===== config.mk =====
export PLATFORM = sky130hd
export DESIGN_NAME = bpu_btb_sat
export DESIGN_NICKNAME = d
export VERILOG_FILES = /design/src/rtl/bpu_btb_sat.sv
export SDC_FILE = /design/constraint.sdc
export NUM_CORES = 2
export LEC_CHECK = 0
export BUFFER_PORTS_ARGS = -buffer_cell sky130_fd_sc_hd__buf_2
export CAP_MARGIN = 15
export CORE_MARGIN = 2
export CORE_UTILIZATION = 55
export DETAILED_ROUTE_END_ITERATION = 7
export PLACE_DENSITY_LB_ADDON = 0.1
export SYNTH_ARGS = -nofsm -noshare
export SYNTH_HDL_FRONTEND = slang
export SYNTH_SLANG_ARGS = --single-unit

===== constraint.sdc =====
create_clock -name clk -period 68.7 [get_ports clk]
set_input_delay 10.305 -clock clk [delete_from_list [all_inputs] [get_ports clk]]
set_output_delay 10.305 -clock clk [all_outputs]
set_load 0.01 [all_outputs]

===== src/rtl/bpu_btb_sat.sv =====
// Branch target buffer with 2-bit saturating direction counters and tree pseudo-LRU replacement.
// Predicts in IC, carries each prediction down to EX, and trains from the branch resolved in EX.
module bpu_btb_sat #(
    parameter int         ENTRIES  = 8,
    parameter int         PC_W     = 32,
    parameter logic [1:0] CTR_INIT = 2'b10
) (
    input  logic            clk,
    input  logic            rst,
    input  logic [5:0]      stall,
    input  logic            flush,
    input  logic            br_redirect,
    input  logic [PC_W-1:0] if_pc,
    input  logic            br_valid,
    input  logic            br_taken,
    input  logic [PC_W-1:0] br_target,
    output logic            bp_e,
    output logic [PC_W-1:0] bp_target,
    output logic            ex_bp_e,
    output logic [PC_W-1:0] ex_bp_target,
    output logic            ex_bp_hit
);

    localparam int IDX_W = $clog2(ENTRIES);
    localparam int LRU_N = ENTRIES - 1;

    logic [ENTRIES-1:0] valid_q, valid_d;
    logic [PC_W-1:0]    tag_q [ENTRIES];
    logic [PC_W-1:0]    tag_d [ENTRIES];
    logic [PC_W-1:0]    tgt_q [ENTRIES];
    logic [PC_W-1:0]    tgt_d [ENTRIES];
    logic [1:0]         ctr_q [ENTRIES];
    logic [1:0]         ctr_d [ENTRIES];
    logic [LRU_N-1:0]   lru_q, lru_d;

    logic [PC_W-1:0] ic_pc_q, ic_pc_d;
    logic [PC_W-1:0] id_pc_q, id_pc_d, id_tgt_q, id_tgt_d;
    logic            id_bp_e_q, id_bp_e_d, id_hit_q, id_hit_d;
    logic [PC_W-1:0] ex_pc_q, ex_pc_d, ex_tgt_q, ex_tgt_d;
    logic            ex_bp_e_q, ex_bp_e_d, ex_hit_q, ex_hit_d;

    logic            stall_unused;
    assign stall_unused = stall[0] ^ stall[5];

    function automatic logic [IDX_W-1:0] first_set(input logic [ENTRIES-1:0] v);
        first_set = '0;
        for (int i = ENTRIES - 1; i >= 0; i--) begin
            if (v[i]) first_set = IDX_W'(i);
        end
    endfunction

    // Heap-ordered tree: node n has children 2n+1 (left) and 2n+2 (right); bit 0 means go left.
    function automatic logic [LRU_N-1:0] plru_touch(input logic [LRU_N-1:0] t,
                                                    input logic [IDX_W-1:0] w);
        int n;
        n = 0;
        plru_touch = t;
        for (int d = 0; d < IDX_W; d++) begin
            plru_touch[n] = ~w[IDX_W-1-d];
            n = 2 * n + (w[IDX_W-1-d] ? 2 : 1);
        end
    endfunction

    function automatic logic [IDX_W-1:0] plru_victim(input logic [LRU_N-1:0] t);
        int n;
        n = 0;
        plru_victim = '0;
        for (int d = 0; d < IDX_W; d++) begin
            plru_victim[IDX_W-1-d] = t[n];
            n = 2 * n + (t[n] ? 2 : 1);
        end
    endfunction

    logic [ENTRIES-1:0] hit_way, upd_match;
    genvar gi;
    generate
        for (gi = 0; gi < ENTRIES; gi++) begin : g_cam
            // PC 0 marks a bubble and must never hit
            assign hit_way[gi]   = valid_q[gi] && (tag_q[gi] == ic_pc_q) && (ic_pc_q != '0);
            assign upd_match[gi] = valid_q[gi] && (tag_q[gi] == ex_pc_q);
        end
    endgenerate

    logic [IDX_W-1:0] hit_idx, upd_idx, alloc_idx;
    logic             lookup_hit, upd_en, upd_hit;

    assign lookup_hit = |hit_way;
    assign hit_idx    = first_set(hit_way);
    assign bp_e       = lookup_hit & ctr_q[hit_idx][1];
    assign bp_target  = bp_e ? tgt_q[hit_idx] : '0;

    assign upd_en    = br_valid && (ex_pc_q != '0);
    assign upd_hit   = |upd_match;
    assign upd_idx   = first_set(upd_match);
    assign alloc_idx = (&valid_q) ? plru_victim(lru_q) : first_set(~valid_q);

    always_comb begin
        valid_d = valid_q;
        tag_d   = tag_q;
        tgt_d   = tgt_q;
        ctr_d   = ctr_q;
        lru_d   = lru_q;
        if (lookup_hit && !stall[1]) lru_d = plru_touch(lru_d, hit_idx);
        // Update touch is applied last so it overrides the lookup path bits
        if (upd_en) begin
            if (upd_hit) begin
                if (br_taken) begin
                    ctr_d[upd_idx] = (ctr_q[upd_idx] == 2'd3) ? 2'd3 : ctr_q[upd_idx] + 2'd1;
                    tgt_d[upd_idx] = br_target;
                end else begin
                    ctr_d[upd_idx] = (ctr_q[upd_idx] == 2'd0) ? 2'd0 : ctr_q[upd_idx] - 2'd1;
                end
                lru_d = plru_touch(lru_d, upd_idx);
            end else if (br_taken) begin
                valid_d[alloc_idx] = 1'b1;
                tag_d[alloc_idx]   = ex_pc_q;
                tgt_d[alloc_idx]   = br_target;
                ctr_d[alloc_idx]   = CTR_INIT;
                lru_d = plru_touch(lru_d, alloc_idx);
            end
        end
    end

    always_comb begin
        ic_pc_d   = ic_pc_q;
        id_pc_d   = id_pc_q;
        id_tgt_d  = id_tgt_q;
        id_bp_e_d = id_bp_e_q;
        id_hit_d  = id_hit_q;
        ex_pc_d   = ex_pc_q;
        ex_tgt_d  = ex_tgt_q;
        ex_bp_e_d = ex_bp_e_q;
        ex_hit_d  = ex_hit_q;

        if (!stall[1])      ic_pc_d = if_pc;
        else if (!stall[2]) ic_pc_d = '0;

        if (!stall[2]) begin
            id_pc_d   = ic_pc_q;
            id_tgt_d  = bp_target;
            id_bp_e_d = bp_e;
            id_hit_d  = lookup_hit;
        end else if (!stall[3]) begin
            id_pc_d   = '0;
            id_tgt_d  = '0;
            id_bp_e_d = 1'b0;
            id_hit_d  = 1'b0;
        end

        if (!stall[3]) begin
            ex_pc_d   = id_pc_q;
            ex_tgt_d  = id_tgt_q;
            ex_bp_e_d = id_bp_e_q;
            ex_hit_d  = id_hit_q;
        end else if (!stall[4]) begin
            ex_pc_d   = '0;
            ex_tgt_d  = '0;
            ex_bp_e_d = 1'b0;
            ex_hit_d  = 1'b0;
        end

        if (flush || br_redirect) begin
            ic_pc_d   = '0;
            id_pc_d   = '0;
            id_tgt_d  = '0;
            id_bp_e_d = 1'b0;
            id_hit_d  = 1'b0;
        end
        if (flush) begin
            ex_pc_d   = '0;
            ex_tgt_d  = '0;
            ex_bp_e_d = 1'b0;
            ex_hit_d  = 1'b0;
        end
    end

    always_ff @(posedge clk or posedge rst) begin
        if (rst) begin
            valid_q <= '0;
            lru_q   <= '0;
            for (int i = 0; i < ENTRIES; i++) begin
                tag_q[i] <= '0;
                tgt_q[i] <= '0;
                ctr_q[i] <= '0;
            end
            ic_pc_q   <= '0;
            id_pc_q   <= '0;
            id_tgt_q  <= '0;
            id_bp_e_q <= 1'b0;
            id_hit_q  <= 1'b0;
            ex_pc_q   <= '0;
            ex_tgt_q  <= '0;
            ex_bp_e_q <= 1'b0;
            ex_hit_q  <= 1'b0;
        end else begin
            valid_q   <= valid_d;
            tag_q     <= tag_d;
            tgt_q     <= tgt_d;
            ctr_q     <= ctr_d;
            lru_q     <= lru_d;
            ic_pc_q   <= ic_pc_d;
            id_pc_q   <= id_pc_d;
            id_tgt_q  <= id_tgt_d;
            id_bp_e_q <= id_bp_e_d;
            id_hit_q  <= id_hit_d;
            ex_pc_q   <= ex_pc_d;
            ex_tgt_q  <= ex_tgt_d;
            ex_bp_e_q <= ex_bp_e_d;
            ex_hit_q  <= ex_hit_d;
        end
    end

    assign ex_bp_e      = ex_bp_e_q;
    assign ex_bp_target = ex_tgt_q;
    assign ex_bp_hit    = ex_hit_q;

endmodule


==> out/results.ini <==
[worst_setup_path]
cp_top_family = simple AND/OR/NAND/NOR gates
r2r-end = id_tgt_q[8]
cp_data_required_time_ns = 58.39
critPathLaunch = ic_pc_q[31]
timing.critical_path.mode_cell = buf_4
worst_r2r_path_depth = 14
crit_chain = buf_4 -> nor4_1 -> nand4_1 -> o211ai_1 -> nor4_2 -> a21oi_2 -> o21ai_2 -> a21oi_2 -> nor2_4 -> buf_4 -> mux2i_1 -> a211oi_1 -> o21a_1 -> buf_4 -> and2_1 -> buf_2
arrival_ns = 7.09
cp_num_buf_inv = 4
cp-end-kind = output pin
cp_num_cells = 16
critPathMaxStageDelay_ns = 1.06
cp_max_fo = 36
rrSetupSlack_ns = 62.06
r2r-start = ic_pc_q[31]
crit_type = reg -> out
startpoint_type = flip-flop
endpoint = bp_target[15]
slowest_stage = nor4_2

[floorplan]
fp.dieArea_um2 = 70900
ioPinCount = 143
die_h_um = 266
initial_utilization = 0.553
fp-row-count = 96
core_um2 = 68300
die_w_um = 266

[clocking]
numClockSinks = 707
cts_made_buffers = 78
hold_buffers = 0
postCtsSetupRepairBufs = 0
insertion_delay_ns = 0.65
cts_root_buffer = clkbuf_16
tritoncts = built
clock_path_buffers = 3
cts_resized = 0
clk_pin_slew_ns = 0.06
cts_max_level = 3

[global_routing]
grt_antenna_before_repair = 2
grt_pass1_vias = 28500
grt_max_degree = 172
gr-total-overflow = 0
grt_usage = 0.369
grt_pass1_wl_um = 191000

[hold_path]
hold_depth = 1
hold_path_class = reg -> reg

[power_and_ir_drop]
leakage_nw = 22.9
power.density_nw_per_um2 = 23.8
irDropWorstVdd_v = 0.0000266

[sta]
finalSetupViolCount = 0
tns_ns = 0
rsz0062_at_grt = no
fmax_mhz = 57.5
worstMarginPinSlew_ns = 1.17
finalHoldViolations = 0
slew_viol_final = 0
fin_skew_ns = 0.0246
fin_crit_ns = 17.40
slew_headroom = 0.216
finalCritPeriodShare = 0.253

[route]
dr_total_vias = 27800
routed_wl_um = 130000
viasPerCell = 6.54
firstDrtPassIters = 5
drc = 0
drtIter0Drc = 2346
wire_per_inst_um = 30.6
ant_nets = 0

[yosys]
synth_warnings = 0
synth_common_cells = 707 x dfrtp_1, 452 x mux2_2, 429 x xor2_1
synth_area_um2 = 37800
ys_seq_area_frac = 0.468
synthMuxAreaShare = 0.177
synth-xor-area-share = 0.118
synth-async-reset-ratio = 1.00
synthAdderAreaFrac = 0.00662
synth_top_cell_by_area = dfrtp_1
synth-compound-area-share = 0.0946
yosysMostFrequentCell = dfrtp_1
syn_area_per_cell_um2 = 11.8
syn_nets = 3299
ys_ff_latch = 707
synth-edff-count = 0
synth_top_family_by_area = multiplexers
synth-main-ff-cell = dfrtp_1
synth_area_leaders = dfrtp_1 47%, mux2_2 13%, xor2_1 9.9%, a22o_1 3.8%, nor4_1 3.3%
syn_inst = 3203
synth_top_area_frac = 0.468
ys_types = 92
yosys.area_share.simple = 0.101

[final_layout]
fillers = 5469
area_growth_syn_to_layout_pct = 11.3
fin_util = 0.616
regArea_um2 = 17700
final_nets = 3404
multi_input_area_um2 = 18900
drive_gt1_frac = 0.271

[outcome]
status = finished, final reports clean

[placement]
portBuffers = 140
gp_congestion = 1.01
hpwl_um = 85500

[flow_run]
maxCapViolations = 0

==> registers in the layout, indices dropped and copies added (netlist names), 7 cells and up <==
signal        count
ctr_q            16
tag_q           256
ex_pc_q          32
id_tgt_q         32
id_pc_q          32
tgt_q           256
ex_bp_target     32
ic_pc_q          32
lru_q             7
valid_q           8
==> metal layers <==
metal  track usage  routed length (µm)
met5             0                   7
met4         0.222                9400
met3        0.0594                8280
met2         0.602               61300
met1         0.462               51000
==> worst register-to-register path, cell delays in order, from the launching register on <==
cell and delay, ns:
dfrtp_1 0.91, buf_4 0.37, nor4_1 0.09, nand4_1 0.80, o211ai_1 0.35, nor4_2 1.06, a21oi_2 0.04, o21ai_2 0.31
a21oi_2 0.18, nor2_4 0.11, buf_4 0.66, mux2i_1 0.27, a21oi_1 0.31, a22o_2 0.82, a22o_1 0.29
==> cell usage in the layout (no fill, tap or decap), types with 25 or more instances in the layout <==
cell,synthesis,final
dfrtp_1,707,707
mux2_2,452,452
xor2_1,429,429
nor4_1,202,201
a22o_1,162,162
buf_2,103,140
nand2_1,130,130
buf_4,28,106
xnor2_1,82,82
clkbuf_16,0,79
mux2i_1,78,78
mux2_1,74,74
a21oi_1,63,63
nor2_1,60,55
nand4_1,47,47
o21ai_0,45,45
nor3_1,45,43
and2_1,41,41
nand3_1,40,40
a221o_1,32,32
a221oi_2,28,28
inv_1,26,25
==> power by group <==
part / total [mW] / internal [mW] / switching (mW)
Clock: 0.442 / 0.263 / 0.179
Sequential: 0.446 / 0.434 / 0.0120
Combinational: 0.112 / 0.0416 / 0.0702
Total: 1.00 / 0.738 / 0.262
==> per-stage QoR <==
step	std cells	power [mW]	hold WS (ns)	area, µm²	worst slack [ns]
5_1_grt	4250	1.03	0.505	42100	51.23
6_report	4251	1.00	0.480	42100	51.30
2_1_floorplan	3203	0.526	0.450	37800	38.57
3_3_place_gp	4110	0.559	0.462	39400	52.13
4_1_cts	4249	1.00	0.485	42100	51.43
3_5_place_dp	4110	0.564	0.472	39400	52.13
==> cell families (layout without fill, tap and decap cells) <==
family	count (synthesis)	count (layout)
adders and majority gates	20	20
DFF	707	707
and+or+nand+nor	675	675
buffers and inverters	249	413
muxes	604	604
AOI/OAI and AO/OA	437	437
other	0	2
xor gates and xnor gates	511	511
==> area by class of cell <==
type	instances	area share
timing repair buffer	247	0.0360
tap	882	0.0262
clock inverter	34	0.0129
inverter	27	0.00259
sequential	707	0.420
antenna	2	0.000119
clock buffer	105	0.0517
multi-input combinational	2247	0.450
==> how the worst min path moves through the flow <==
stage               from        end  slack [ns]
5_1_grt        tgt_q[20]  tgt_q[20]        0.50
3_5_place_dp    id_hit_q   id_hit_q        0.47
3_3_place_gp   id_bp_e_q  id_bp_e_q        0.46
2_1_floorplan  id_bp_e_q  id_bp_e_q        0.45
6_report        id_hit_q   id_hit_q        0.48
4_1_cts         id_hit_q   id_hit_q        0.48
No activity file was read; power rests on OpenSTA's default activity.
